--- config.mk ---
export PLATFORM = sky130hd
export DESIGN_NAME = pc_sequencer
export DESIGN_NICKNAME = d
export VERILOG_FILES = /design/src/rtl/pc_sequencer.sv
export SDC_FILE = /design/constraint.sdc
export NUM_CORES = 1
export LEC_CHECK = 0
export ABC_AREA = 1
export BUFFER_PORTS_ARGS = -buffer_cell sky130_fd_sc_hd__buf_4
export CELL_PAD_IN_SITES_DETAIL_PLACEMENT = 0
export CELL_PAD_IN_SITES_GLOBAL_PLACEMENT = 2
export CORE_ASPECT_RATIO = 0.75
export CORE_UTILIZATION = 26
export CTS_BUF_LIST = sky130_fd_sc_hd__clkbuf_16
export DETAILED_ROUTE_END_ITERATION = 10
export PLACE_DENSITY = 0.85
export SKIP_LAST_GASP = 1
export SLEW_MARGIN = 20
export SYNTH_ARGS = -nofsm -noshare
export SYNTH_HDL_FRONTEND = slang
export SYNTH_SLANG_ARGS = --single-unit
--- constraint.sdc ---
create_clock -name clk -period 1.75 [get_ports clk]
set_input_delay 0.2625 -clock clk [delete_from_list [all_inputs] [get_ports clk]]
set_output_delay 0.2625 -clock clk [all_outputs]
set_load 0.02 [all_outputs]
--- src/rtl/pc_sequencer.sv ---
// pc_sequencer: fetch / decode / execute / update sequencer that owns the pc control inputs.
// Optional fetch timeout (fault + HALTED) is built when PCSEQ_TIMEOUT_EN is defined.
module pc_sequencer #(
  parameter int unsigned word_size   = 16,
  parameter int unsigned mem_size    = 8,
  parameter int unsigned offset_size = 4,
  parameter int unsigned TIMEOUT     = 15
) (
  input  logic                   clk,
  input  logic                   rst,
  input  logic                   run,
  input  logic [word_size-1:0]   pc_counter,
  output logic                   mem_req,
  output logic [word_size-1:0]   mem_addr,
  input  logic                   mem_ack,
  input  logic [word_size-1:0]   mem_rdata,
  output logic [word_size-1:0]   ir,
  output logic                   ir_valid,
  input  logic                   exec_done,
  input  logic                   jump,
  input  logic [word_size-1:0]   jump_addr,
  input  logic                   br_taken,
  input  logic [mem_size-1:0]    br_addr,
  input  logic                   halt,
  output logic                   load_pc,
  output logic [word_size-1:0]   data_in,
  output logic [offset_size-1:0] offset,
  output logic [mem_size-1:0]    branch,
  output logic                   busy,
  output logic                   fault
);

  typedef enum logic [2:0] {
    S_IDLE   = 3'd0,
    S_FETCH  = 3'd1,
    S_DECODE = 3'd2,
    S_EXEC   = 3'd3,
    S_UPDATE = 3'd4,
    S_HALTED = 3'd5
  } state_t;

  state_t                 state_q, state_d;
  logic                   mem_req_q, mem_req_d;
  logic [word_size-1:0]   mem_addr_q, mem_addr_d;
  logic [word_size-1:0]   ir_q, ir_d;
  logic                   ir_valid_q, ir_valid_d;
  logic                   load_pc_q, load_pc_d;
  logic [word_size-1:0]   data_in_q, data_in_d;
  logic [offset_size-1:0] offset_q, offset_d;
  logic [mem_size-1:0]    branch_q, branch_d;
  logic                   busy_q, busy_d;
  logic [word_size-1:0]   pc_next;

`ifdef PCSEQ_TIMEOUT_EN
  localparam int unsigned CNT_W = $clog2(TIMEOUT + 1);
  logic [CNT_W-1:0] cnt_q, cnt_d;
  logic             fault_q, fault_d;
`endif

  // pc loads on the same edge that enters FETCH from UPDATE, so mirror its next value here
  always_comb begin
    if (load_pc_q) begin
      pc_next = data_in_q;
    end else if (branch_q != '0) begin
      pc_next = word_size'(branch_q);
    end else begin
      pc_next = pc_counter + word_size'(offset_q);
    end
  end

  // Next-state and registered-output logic
  always_comb begin
    state_d    = state_q;
    mem_req_d  = 1'b0;
    mem_addr_d = mem_addr_q;
    ir_d       = ir_q;
    ir_valid_d = 1'b0;
    load_pc_d  = 1'b0;
    data_in_d  = '0;
    offset_d   = '0;
    branch_d   = '0;
`ifdef PCSEQ_TIMEOUT_EN
    cnt_d      = cnt_q;
    fault_d    = fault_q;
`endif
    case (state_q)
      S_IDLE: begin
        if (run) begin
          state_d    = S_FETCH;
          mem_req_d  = 1'b1;
          mem_addr_d = pc_counter;
`ifdef PCSEQ_TIMEOUT_EN
          cnt_d      = '0;
`endif
        end
      end
      S_FETCH: begin
        if (mem_ack) begin
          ir_d       = mem_rdata;
          ir_valid_d = 1'b1;
          state_d    = S_DECODE;
        end
`ifdef PCSEQ_TIMEOUT_EN
        else if (cnt_q == CNT_W'(TIMEOUT - 1)) begin
          fault_d = 1'b1;
          state_d = S_HALTED;
        end else begin
          mem_req_d = 1'b1;
          cnt_d     = cnt_q + CNT_W'(1);
        end
`else
        else begin
          mem_req_d = 1'b1;
        end
`endif
      end
      S_DECODE: begin
        state_d = S_EXEC;
      end
      S_EXEC: begin
        if (exec_done) begin
          if (halt) begin
            state_d = S_HALTED;
          end else begin
            state_d = S_UPDATE;
            if (jump) begin
              load_pc_d = 1'b1;
              data_in_d = jump_addr;
            end else if (br_taken) begin
              // pc ignores a zero branch, so a branch to 0 becomes a load of 0
              if (br_addr != '0) begin
                branch_d = br_addr;
              end else begin
                load_pc_d = 1'b1;
              end
            end else begin
              offset_d = offset_size'(1);
            end
          end
        end
      end
      S_UPDATE: begin
        if (run) begin
          state_d    = S_FETCH;
          mem_req_d  = 1'b1;
          mem_addr_d = pc_next;
`ifdef PCSEQ_TIMEOUT_EN
          cnt_d      = '0;
`endif
        end else begin
          state_d = S_IDLE;
        end
      end
      S_HALTED: begin
        state_d = S_HALTED;
      end
      default: begin
        state_d = S_IDLE;
      end
    endcase
    busy_d = (state_d != S_IDLE) && (state_d != S_HALTED);
  end

  // State and output registers
  always_ff @(posedge clk or negedge rst) begin
    if (!rst) begin
      state_q    <= S_IDLE;
      mem_req_q  <= 1'b0;
      mem_addr_q <= '0;
      ir_q       <= '0;
      ir_valid_q <= 1'b0;
      load_pc_q  <= 1'b0;
      data_in_q  <= '0;
      offset_q   <= '0;
      branch_q   <= '0;
      busy_q     <= 1'b0;
    end else begin
      state_q    <= state_d;
      mem_req_q  <= mem_req_d;
      mem_addr_q <= mem_addr_d;
      ir_q       <= ir_d;
      ir_valid_q <= ir_valid_d;
      load_pc_q  <= load_pc_d;
      data_in_q  <= data_in_d;
      offset_q   <= offset_d;
      branch_q   <= branch_d;
      busy_q     <= busy_d;
    end
  end

`ifdef PCSEQ_TIMEOUT_EN
  // Fetch wait counter and sticky fault flag
  always_ff @(posedge clk or negedge rst) begin
    if (!rst) begin
      cnt_q   <= '0;
      fault_q <= 1'b0;
    end else begin
      cnt_q   <= cnt_d;
      fault_q <= fault_d;
    end
  end
  assign fault = fault_q;
`else
  assign fault = 1'b0;
`endif

  assign mem_req  = mem_req_q;
  assign mem_addr = mem_addr_q;
  assign ir       = ir_q;
  assign ir_valid = ir_valid_q;
  assign load_pc  = load_pc_q;
  assign data_in  = data_in_q;
  assign offset   = offset_q;
  assign branch   = branch_q;
  assign busy     = busy_q;

endmodule

======== After elaboration in Yosys (flattened, before gate mapping) ========
Index checks and enable logic that the tools add are counted.
word-level totals
  logic and storage cells ................. 65
  input bits .............................. 64
  output and inout bits ................... 65
  register bits after elaboration ......... 67
operators by class
  add/subtract/negate cells ............... 1
  reductions and logical operators ........ 9
  equality and inequality tests ........... 8
  multiplexer cells ....................... 37
operators by type and width
  operator            count
  $mux 16             8
  $mux 8              6
  $pmux 16 s2         1
  $pmux 3 s6          1
  $mux 1              17
  $add 16x4->16       1
  $reduce_bool 8->1   2
  $mux 3              3
  $eq 3x2->1 const B  2
  $eq 3x3->1 const B  2
  $ne 2x2->1 const B  2
  $eq 3x1->1 const B  1
  $logic_not 3->1     1
  $ne 3x3->1 const B  1
  $reduce_and 3->1    1
  $reduce_bool 3->1   1
  $pmux 1 s2          1
  $reduce_and 2->1    1
  $reduce_bool 2->1   1
  $reduce_or 2->1     1
  $logic_and 1x1->1   1

======== Logic depth before layout (Yosys ltp) ========
Gate-level depths: netlist (run 1).
  word-level depth ........................ 7
  gate-level depth with buffers ........... 11
  depth with buffers taken out ............ 11

======== Least setup slack after synthesis (run 1) ========
Ideal clock, no wire load.
  path type ............................... reg2reg
  start ................................... register offset_q[0] (netlist: offset[0])
  end ..................................... register mem_addr_q[8] (netlist: mem_addr[8])
  arrival ................................. 1.490 ns
  period minus slack after synthesis ...... 1.606 ns
  setup time .............................. 0.117 ns
  buffers on the path ..................... 0
  cell stages (with the launch flop) ...... 10
  required time ........................... 1.633 ns
  path slack .............................. 0.144 ns
  path through ............................ dfrtp_1 ha_1 ha_1 nand3_1 nor2_2 nand2_1 o211ai_1 nand2_1 nand2_1 nand2_1
on the way
  cells in the longest elaborated chain, start to end .. 5
ends and longest elaborated chain
  what                      line  text
  start: declaration        49    logic [offset_size-1:0] offset_q, offset_d;
  start signal: assignment  185   offset_q <= offset_d;
  $add 16x4->16             67    pc_next = pc_counter + word_size'(offset_q);
  $mux 16                   64    end else if (branch_q != '0) begin
  $mux 16                   62    if (load_pc_q) begin
  $mux 16                   143   if (run) begin
  $pmux 16 s2               86    case (state_q)
  end signal: assignment    180   mem_addr_q <= mem_addr_d;
  end: declaration          44    logic [word_size-1:0] mem_addr_q, mem_addr_d;
No other way between the ends. The select of a mux whose other input is x is not followed.
A chain may end at the register's enable or synchronous reset.

======== Worst setup path after layout (run 1) ========
Ends and elaborated chain as after synthesis.

==> tab_implementation.tex, run 1 <==
\begin{tabular}{lr}
\hline
Metric & Value \\
\hline
\multicolumn{2}{l}{\textbf{Setup path}} \\
\quad Cell mode on critical path & sky130\_fd\_sc\_hd\_\_nand2\_1 \\
\quad Crit path required time & 1.98 ns \\
\quad Critical path buffers and inverters & 0 \\
\quad Arrival time worst endpoint & 1.82 ns \\
\quad Largest fanout of any net on the critical path & 5 \\
\quad Kind of cell adding the most delay to the critical path & simple AND/OR/NAND/NOR gates \\
\quad Critical Path Slowest Stage Cell & sky130\_fd\_sc\_hd\_\_dfrtp\_1 \\
\quad Worst setup SP type & flop \\
\quad Slowest cell delay on critical path & 0.36 ns \\
\quad Cell-by-cell trace of the critical path & ha\_2, ha\_2, nand3\_2, nor2\_4, nand2\_1, o211ai\_1, nand2\_1, nand2\_1, nand2\_1 \\
\quad Kind of capture point of the worst setup path & flop \\
\quad Category of the critical setup timing path & flop to flop \\
\multicolumn{2}{l}{\textbf{Synth}} \\
\quad Sequential-to-total area share from yosys stat & 50.3\% \\
\quad Post-synthesis register bit count & 64 \\
\quad Post-synthesis cell area & 3190 um2 \\
\quad Cells after synthesis & 419 \\
\quad Synth warnings & 0 \\
\quad Average cell area after synthesis & 7.60 um2 \\
\quad Library cells used by synthesis & 28 \\
\multicolumn{2}{l}{\textbf{Drt}} \\
\quad Sum of routed wire length over all layers & 10100 um \\
\quad Detailed-route DRC error count & 0 \\
\quad Antenna violation net count after detailed routing & 0 \\
\quad Via density per instance & 4.38 \\
\quad Total number of vias & 3132 \\
\quad Detailed-router iteration count before antenna repair & 4 \\
\quad DRT iter0 DRCs & 203 \\
\quad Wire per inst & 14.2 um \\
\multicolumn{2}{l}{\textbf{Place}} \\
\quad I/O Buffers & 124 \\
\quad GPL Wtd Cong & 0.819 \\
\quad Total instance count after detailed placement & 698 \\
\quad DP HPWL & 7810 um \\
\multicolumn{2}{l}{\textbf{Die}} \\
\quad Die Area & 12700 um2 \\
\quad Core region area & 11800 um2 \\
\quad Number of cell rows & 34 \\
\quad Starting density of the core & 27.0\% \\
\quad Die Wd & 130 um \\
\quad I/O pin count & 129 \\
\quad Die extent in y & 97.9 um \\
\multicolumn{2}{l}{\textbf{Clock network}} \\
\quad H-tree lvl count & 3 \\
\quad Clk Tree Root Cell & sky130\_fd\_sc\_hd\_\_clkbuf\_16 \\
\quad Bufs on Longest Clock Path & 2 \\
\quad TritonCTS clock tree & done \\
\quad Clock-pin transition on the worst setup and hold timing paths & 0.06 ns \\
\quad Total CTS buffers & 9 \\
\quad Clock latency reported for the late side of the worst-skew pair & 0.34 ns \\
\quad Sink Count & 64 \\
\multicolumn{2}{l}{\textbf{Final layout}} \\
\quad Syn-to-layout area delta & 45.3\% \\
\quad Most common library cell in the layout ignoring fill and taps & sky130\_fd\_sc\_hd\_\_nand2\_1 \\
\quad Share of final-layout standard cells stronger than drive strength 1 & 30.2\% \\
\quad Number of standard cells in the final layout excluding fillers & 715 \\
\quad Ant diodes & 0 \\
\quad Nets@finish & 614 \\
\quad Filler Cells Inserted & 1259 \\
\quad Multi-input gate area in the final layout & 1400 um2 \\
\quad Storage cell area & 1600 um2 \\
\quad Top library cells by usage in the layout, fill and taps aside & sky130\_fd\_sc\_hd\_\_nand2\_1, sky130\_fd\_sc\_hd\_\_buf\_4, sky130\_fd\_sc\_hd\_\_dfrtp\_1 \\
\multicolumn{2}{l}{\textbf{Global routing}} \\
\quad Leftover overflow at the end of global routing & 0 \\
\quad Antenna violations before repair & 0 \\
\quad Vias in the first global route & 3087 \\
\quad Aggregate global-route resource usage & 17.0\% \\
\quad Global-route wire length before repair & 16300 um \\
\quad Largest net degree at the start of global routing & 30 \\
\multicolumn{2}{l}{\textbf{Outcome}} \\
\quad Outcome & finished, final reports clean \\
\multicolumn{2}{l}{\textbf{STA}} \\
\quad Total of endpoints with negative setup slack in the final report & 0 \\
\quad Number of max-slew violations in the final report & 0 \\
\quad Setup repair after global routing missed its margin & no \\
\quad Final hold slack & 0.115 ns \\
\quad Sum of negative setup slack & 0 ns \\
\quad Skew final & 0.00545 ns \\
\quad Period utilisation layout & 91.0\% \\
\quad Time the worst path needs with I/O delays and setup & 1.59 ns \\
\quad Max frequency & 628 MHz \\
\quad Final Hold Viols & 0 \\
\multicolumn{2}{l}{\textbf{Worst hold path}} \\
\quad Worst min-delay path class & primary input to flop \\
\multicolumn{2}{l}{\textbf{Pwr}} \\
\quad Cell Pwr Density & 1440 nW/um2 \\
\quad Worst supply voltage drop on vdd & 0.727 mV \\
\quad Leakage power & 2.48 nW \\
\multicolumn{2}{l}{\textbf{Flow run}} \\
\quad Number of violations of the max-capacitance limit & 0 \\
\hline
\end{tabular}
## cell type report
cell class              count  area share [%]
repair buffers            133            21.6
clock buffers               9            4.87
well taps                 162            4.38
flip-flops and latches     64            34.6
multi-input cells         313            30.3
inverters                  27            2.19
clock inverters             7            2.08
## final timing paths
check                         startpoint     endpoint  slack [ns]  cells past startpoint
max                            offset[0]  mem_addr[8]        0.16                      9
min                        mem_rdata[15]       ir[15]        0.12                      3
max reg2reg                    offset[0]  mem_addr[8]        0.16                      9
min reg2reg                  mem_addr[9]  mem_addr[9]        0.48                      2
max in group asynchronous            rst  mem_addr[3]        0.74                      3
min in group asynchronous            rst        ir[5]        0.39                      2
## cells by family after synthesis
family          count (synthesis)  share of synthesized area, %
flops                          64                          50.3
buf+inv                        45                          6.60
other cells                     1                         0.118
xor+xnor                        1                         0.275
compound gates                 43                          7.11
fa+ha+maj                       2                         0.785
simple gates                  263                          34.8
## where the power goes
group	total (mW)	switching (mW)	leakage, nW	internal [mW]
sequential	2.22	0.304	0.829	1.92
clock	1.96	0.709	0.153	1.25
combinational	2.47	1.49	1.50	0.983
## sequential cells by signal, summed over array words and instances, names as in the netlist
| register | flops |
|---|---|
| data_in | 16 |
| ir | 16 |
| mem_addr | 16 |
| branch | 8 |
| state_q | 3 |
| busy | 1 |
| ir_valid | 1 |
| load_pc | 1 |
| mem_req | 1 |
| offset | 1 |
## per-layer routing
| metal | track usage, % | wire length [um] | up-vias |
|---|---|---|---|
| met3 | 6.19 | 799 | 10 |
| met5 | 0 | 0 | - |
| met2 | 23.9 | 4230 | 108 |
| li1 | - | - | 1579 |
| met1 | 24.2 | 5000 | 1435 |
| met4 | 4.56 | 106 | 0 |
## through the flow
stage / power (mW) / util (%) / cell area, um2 / worst slack, ns
floorplan: 3.61 / - / 3200 / 0.144
global placement: 4.72 / 36.3 / 4280 / 0.118
detailed placement: 4.73 / 36.3 / 4280 / 0.0955
CTS: 6.74 / 39.1 / 4610 / 0.0771
global route: 7.10 / 39.3 / 4630 / 0.0157
finish: 6.65 / 39.3 / 4630 / 0.158
## worst reg2reg max path, stage by stage (launching register included)
cell	delay [ns]
sky130_fd_sc_hd__dfrtp_1	0.36
sky130_fd_sc_hd__ha_2	0.21
sky130_fd_sc_hd__ha_2	0.20
sky130_fd_sc_hd__nand3_2	0.13
sky130_fd_sc_hd__nor2_4	0.18
sky130_fd_sc_hd__nand2_1	0.09
sky130_fd_sc_hd__o211ai_1	0.16
sky130_fd_sc_hd__nand2_1	0.06
sky130_fd_sc_hd__nand2_1	0.06
sky130_fd_sc_hd__nand2_1	0.04
## synthesized netlist by cell type (all sizes together)
cell	number	area, um2
ha	2	25.0
o21bai	1	7.51
nor3	2	20.0
inv	27	101
buf	15	97.6
nor4	2	12.5
nor2	62	248
nand2	163	619
dfrtp	64	1600
a31oi	1	6.26
o21ai	12	60.1
nand3	18	90.1
nand4	6	37.5
nor3b	8	70.1
conb	1	3.75
and3	1	6.26
or2	1	6.26
o211ai	3	22.5
xor2	1	8.76
clkbuf	3	11.3
a21oi	26	130
## repair_timing
item                                    CTS  global route
endpoints found under the hold margin    27             0
resized for setup                         0             4
hold buffers                              1             0
setup buffers                             0             0
endpoints found under the setup margin    0             3
Power figures use the tool's default switching activity.
==> inputs of run 2 (changes only) <==
GPL_TIMING_DRIVEN = 0   (was unset)
==> run 2 against run 1 <==
Compared with the run above: register-to-register slack is essentially flat; via count up 0.19%; power down 2.0%; hold slack got worse by 0.087 ns; fmax shrank 0.51%; non-clock buffer count rose by 8; sequential cell count unchanged; largest cell class unchanged; critical endpoint is now mem_addr[14]; clock power decreased by 8%; critical path depth down 2; die area stayed put.
==> tab_implementation.tex, run 2 (synthesis gave the netlist of run 1 again) <==
\begin{tabular}{lr}
\hline
Metric & Value \\
\hline
\multicolumn{2}{l}{\textbf{Final layout}} \\
\quad Nets@finish & 622 (+1.3\%) \\
\quad Top library cells by usage in the layout, fill and taps aside & sky130\_fd\_sc\_hd\_\_nand2\_1, sky130\_fd\_sc\_hd\_\_buf\_4, sky130\_fd\_sc\_hd\_\_dfrtp\_1 \\
\quad Number of standard cells in the final layout excluding fillers & 723 (+1.1\%) \\
\quad Syn-to-layout area delta & 45.9\% \\
\quad Ant diodes & 0 (unchanged) \\
\quad Share of final-layout standard cells stronger than drive strength 1 & 31.0\% (+0.82 points) \\
\quad Most common library cell in the layout ignoring fill and taps & sky130\_fd\_sc\_hd\_\_nand2\_1 \\
\quad Filler Cells Inserted & 1231 (-2.2\%) \\
\quad Area of all placed cells without fillers & 4650 um2 (+0.41\%) \\
\multicolumn{2}{l}{\textbf{Drt}} \\
\quad DRT iter0 DRCs & 221 (+8.9\%) \\
\quad Via density per instance & 4.34 (-0.92\%) \\
\quad Antenna violation net count after detailed routing & 0 (unchanged) \\
\quad Total number of vias & 3138 (+0.19\%) \\
\quad Detailed-route DRC error count & 0 (unchanged) \\
\quad Wire per inst & 14.1 um (-0.48\%) \\
\quad Sum of routed wire length over all layers & 10200 um (+0.63\%) \\
\quad Detailed-router iteration count before antenna repair & 5 (+1) \\
\multicolumn{2}{l}{\textbf{Setup path}} \\
\quad Arrival time worst endpoint & 1.83 ns (about the same) \\
\quad Slowest cell delay on critical path & 0.45 ns (+0.09 ns) \\
\quad Kind of capture point of the worst setup path & flop \\
\quad Critical path buffers and inverters & 1 (+1) \\
\quad R2R setup slack & 0.15 ns (about the same) \\
\quad Logic depth of the worst path, buffers included & 7 (-2) \\
\quad RR Endpoint & mem\_addr[14] \\
\quad Cell-by-cell trace of the critical path & nor2\_2, nand2\_1, buf\_2, a21oi\_1, nand2\_1, nand2\_1, nand2\_1 \\
\quad Crit path required time & 1.98 ns (about the same) \\
\quad Worst flop-to-flop path startpoint & state\_q[1] \\
\quad Cell mode on critical path & sky130\_fd\_sc\_hd\_\_nand2\_1 \\
\quad Timing startpoint of the critical path & state\_q[1] \\
\quad Largest fanout of any net on the critical path & 10 (+5) \\
\quad Worst setup path end & mem\_addr[14] \\
\quad Cells on worst reg2reg path & 7 (-2) \\
\quad Critical Path Slowest Stage Cell & sky130\_fd\_sc\_hd\_\_dfrtp\_1 \\
\quad Category of the critical setup timing path & flop to flop \\
\quad Kind of cell adding the most delay to the critical path & simple AND/OR/NAND/NOR gates \\
\quad Worst setup SP type & flop \\
\multicolumn{2}{l}{\textbf{STA}} \\
\quad Skew final & 0.00318 ns (-0.00227 ns) \\
\quad Period utilisation layout & 91.4\% (+0.47 points) \\
\quad Setup repair after global routing missed its margin & no \\
\quad Number of max-slew violations in the final report & 0 (unchanged) \\
\quad Max-slew headroom & 44.9\% \\
\quad Total of endpoints with negative setup slack in the final report & 0 (unchanged) \\
\quad Final Hold Viols & 0 (unchanged) \\
\quad Sum of negative setup slack & 0 ns (unchanged) \\
\quad Smallest setup slack after layout & 0.150 ns (-0.00814 ns) \\
\quad Time the worst path needs with I/O delays and setup & 1.60 ns (+0.00814 ns) \\
\quad Max frequency & 625 MHz (-0.51\%) \\
\quad Tightest Pin Transition & 0.826 ns \\
\multicolumn{2}{l}{\textbf{Die}} \\
\quad Die extent in y & 97.9 um (unchanged) \\
\quad Number of cell rows & 34 (unchanged) \\
\quad Core region area & 11800 um2 (unchanged) \\
\quad I/O pin count & 129 (unchanged) \\
\quad Starting density of the core & 27.0\% (unchanged) \\
\quad Die Wd & 130 um (unchanged) \\
\quad Die Area & 12700 um2 (unchanged) \\
\multicolumn{2}{l}{\textbf{Outcome}} \\
\quad Outcome & finished, final reports clean \\
\multicolumn{2}{l}{\textbf{Global routing}} \\
\quad Vias in the first global route & 3117 (+0.97\%) \\
\quad Aggregate global-route resource usage & 17.1\% (+0.16 points) \\
\quad Largest net degree at the start of global routing & 65 (+120\%) \\
\quad Global-route wire length before repair & 16300 um (about the same) \\
\quad Antenna violations before repair & 0 (unchanged) \\
\quad Leftover overflow at the end of global routing & 0 (unchanged) \\
\multicolumn{2}{l}{\textbf{Place}} \\
\quad Setup WS pre-CTS & -0.00868 ns (-0.104 ns) \\
\quad I/O Buffers & 123 (-0.81\%) \\
\quad Total instance count after detailed placement & 707 (+1.3\%) \\
\quad GPL Wtd Cong & 0.865 (+5.6\%) \\
\quad DP HPWL & 7800 um (about the same) \\
\quad Cell area after placement & 4320 um2 (+0.96\%) \\
\multicolumn{2}{l}{\textbf{Pwr}} \\
\quad Sw Share & 38.4\% (+0.85 points) \\
\quad Part of the power in combinational logic & 38.8\% (+1.7 points) \\
\quad Cell Pwr Density & 1400 nW/um2 (-2.4\%) \\
\quad Worst supply voltage drop on vdd & 0.545 mV (-25\%) \\
\quad Leakage power & 2.49 nW (+0.42\%) \\
\quad Internal power & 4.01 mW (-3.4\%) \\
\quad Part of the total power dissipated in sequential elements & 33.5\% (about the same) \\
\quad Clk pwr share & 27.7\% (-1.7 points) \\
\quad Overall power after layout & 6.51 mW (-2.0\%) \\
\quad Switching pwr & 2.50 mW (+0.18\%) \\
\multicolumn{2}{l}{\textbf{Flow run}} \\
\quad Number of violations of the max-capacitance limit & 0 (unchanged) \\
\multicolumn{2}{l}{\textbf{Clock network}} \\
\quad Total CTS buffers & 9 (unchanged) \\
\quad H-tree lvl count & 3 (unchanged) \\
\quad TritonCTS clock tree & done \\
\quad Sink Count & 64 (unchanged) \\
\quad Bufs on Longest Clock Path & 2 (unchanged) \\
\quad Clk Tree Root Cell & sky130\_fd\_sc\_hd\_\_clkbuf\_16 \\
\quad Clock latency reported for the late side of the worst-skew pair & 0.34 ns (about the same) \\
\quad Hold-fix buffers at CTS & 0 (-1) \\
\quad Post CTS Setup Buffer Count & 0 (unchanged) \\
\quad Clock-pin transition on the worst setup and hold timing paths & 0.06 ns (about the same) \\
\multicolumn{2}{l}{\textbf{Worst hold path}} \\
\quad Worst min-delay path class & primary input to asynchronous set/reset pin \\
\hline
\end{tabular}
-- run 2: worst min path at each step --
stage	start	cells past startpoint	slack (ns)	to
final	rst	1	0.03	busy
after global routing	rst	1	0.08	ir[4]
after CTS	rst	1	0.05	ir[4]
after detailed placement	rst	1	0.42	busy
after global placement	rst	1	0.42	busy
after floorplan	rst	0	-0.03	branch[0]
-- run 2: power groups by stage --
stage / logic, mW / registers, mW / clock network, mW
after floorplan: 0.956 / 2.65 / 0
after global placement: 2.53 / 2.19 / 0
after detailed placement: 2.56 / 2.19 / 0
after CTS: 2.56 / 2.19 / 1.86
after global routing: 2.80 / 2.25 / 1.93
final: 2.53 / 2.18 / 1.80
-- run 2: through the flow --
stage,hold slack (ns),util (%)
global route,0.0813,39.4
global placement,0.416,36.7
floorplan,-0.0331,-
CTS,0.0513,39.2
finish,0.0277,39.4
detailed placement,0.418,36.7
-- run 2: worst reg2reg max path: cells and delay by family (launching register included) --
kind | cells | cell delay (ns)
compound gates | 1 | 0.21
simple gates | 5 | 0.61
buf+inv | 1 | 0.23
flops | 1 | 0.45
-- run 2: what timing repair did --
| action | CTS | global route |
|---|---|---|
| gates resized for setup | 1 | 6 |
| endpoints found under the setup margin | 1 | 5 |
| pin swaps | 0 | 1 |
-- run 2: layer usage --
metal	vias up	global-route usage (%)	wire [um]	share of wire [%]
met5	-	0	0	0
met4	0	3.67	76	0.75
met3	10	6.96	791	7.8
met2	98	24.3	4300	42
met1	1438	24.2	5030	49
li1	1592	-	-	-
-- run 2: layout make-up --
| class | count | area, um2 | share of cell area, % |
|---|---|---|---|
| flip-flops and latches | 64 | 1600 | 34.5 |
| multi-input cells | 313 | 1410 | 30.4 |
| repair buffers | 123 | 923 | 19.9 |
| clock buffers | 9 | 225 | 4.85 |
| well taps | 162 | 203 | 4.36 |
| plain buffers | 18 | 109 | 2.34 |
| inverters | 27 | 101 | 2.18 |
| clock inverters | 7 | 71.3 | 1.53 |
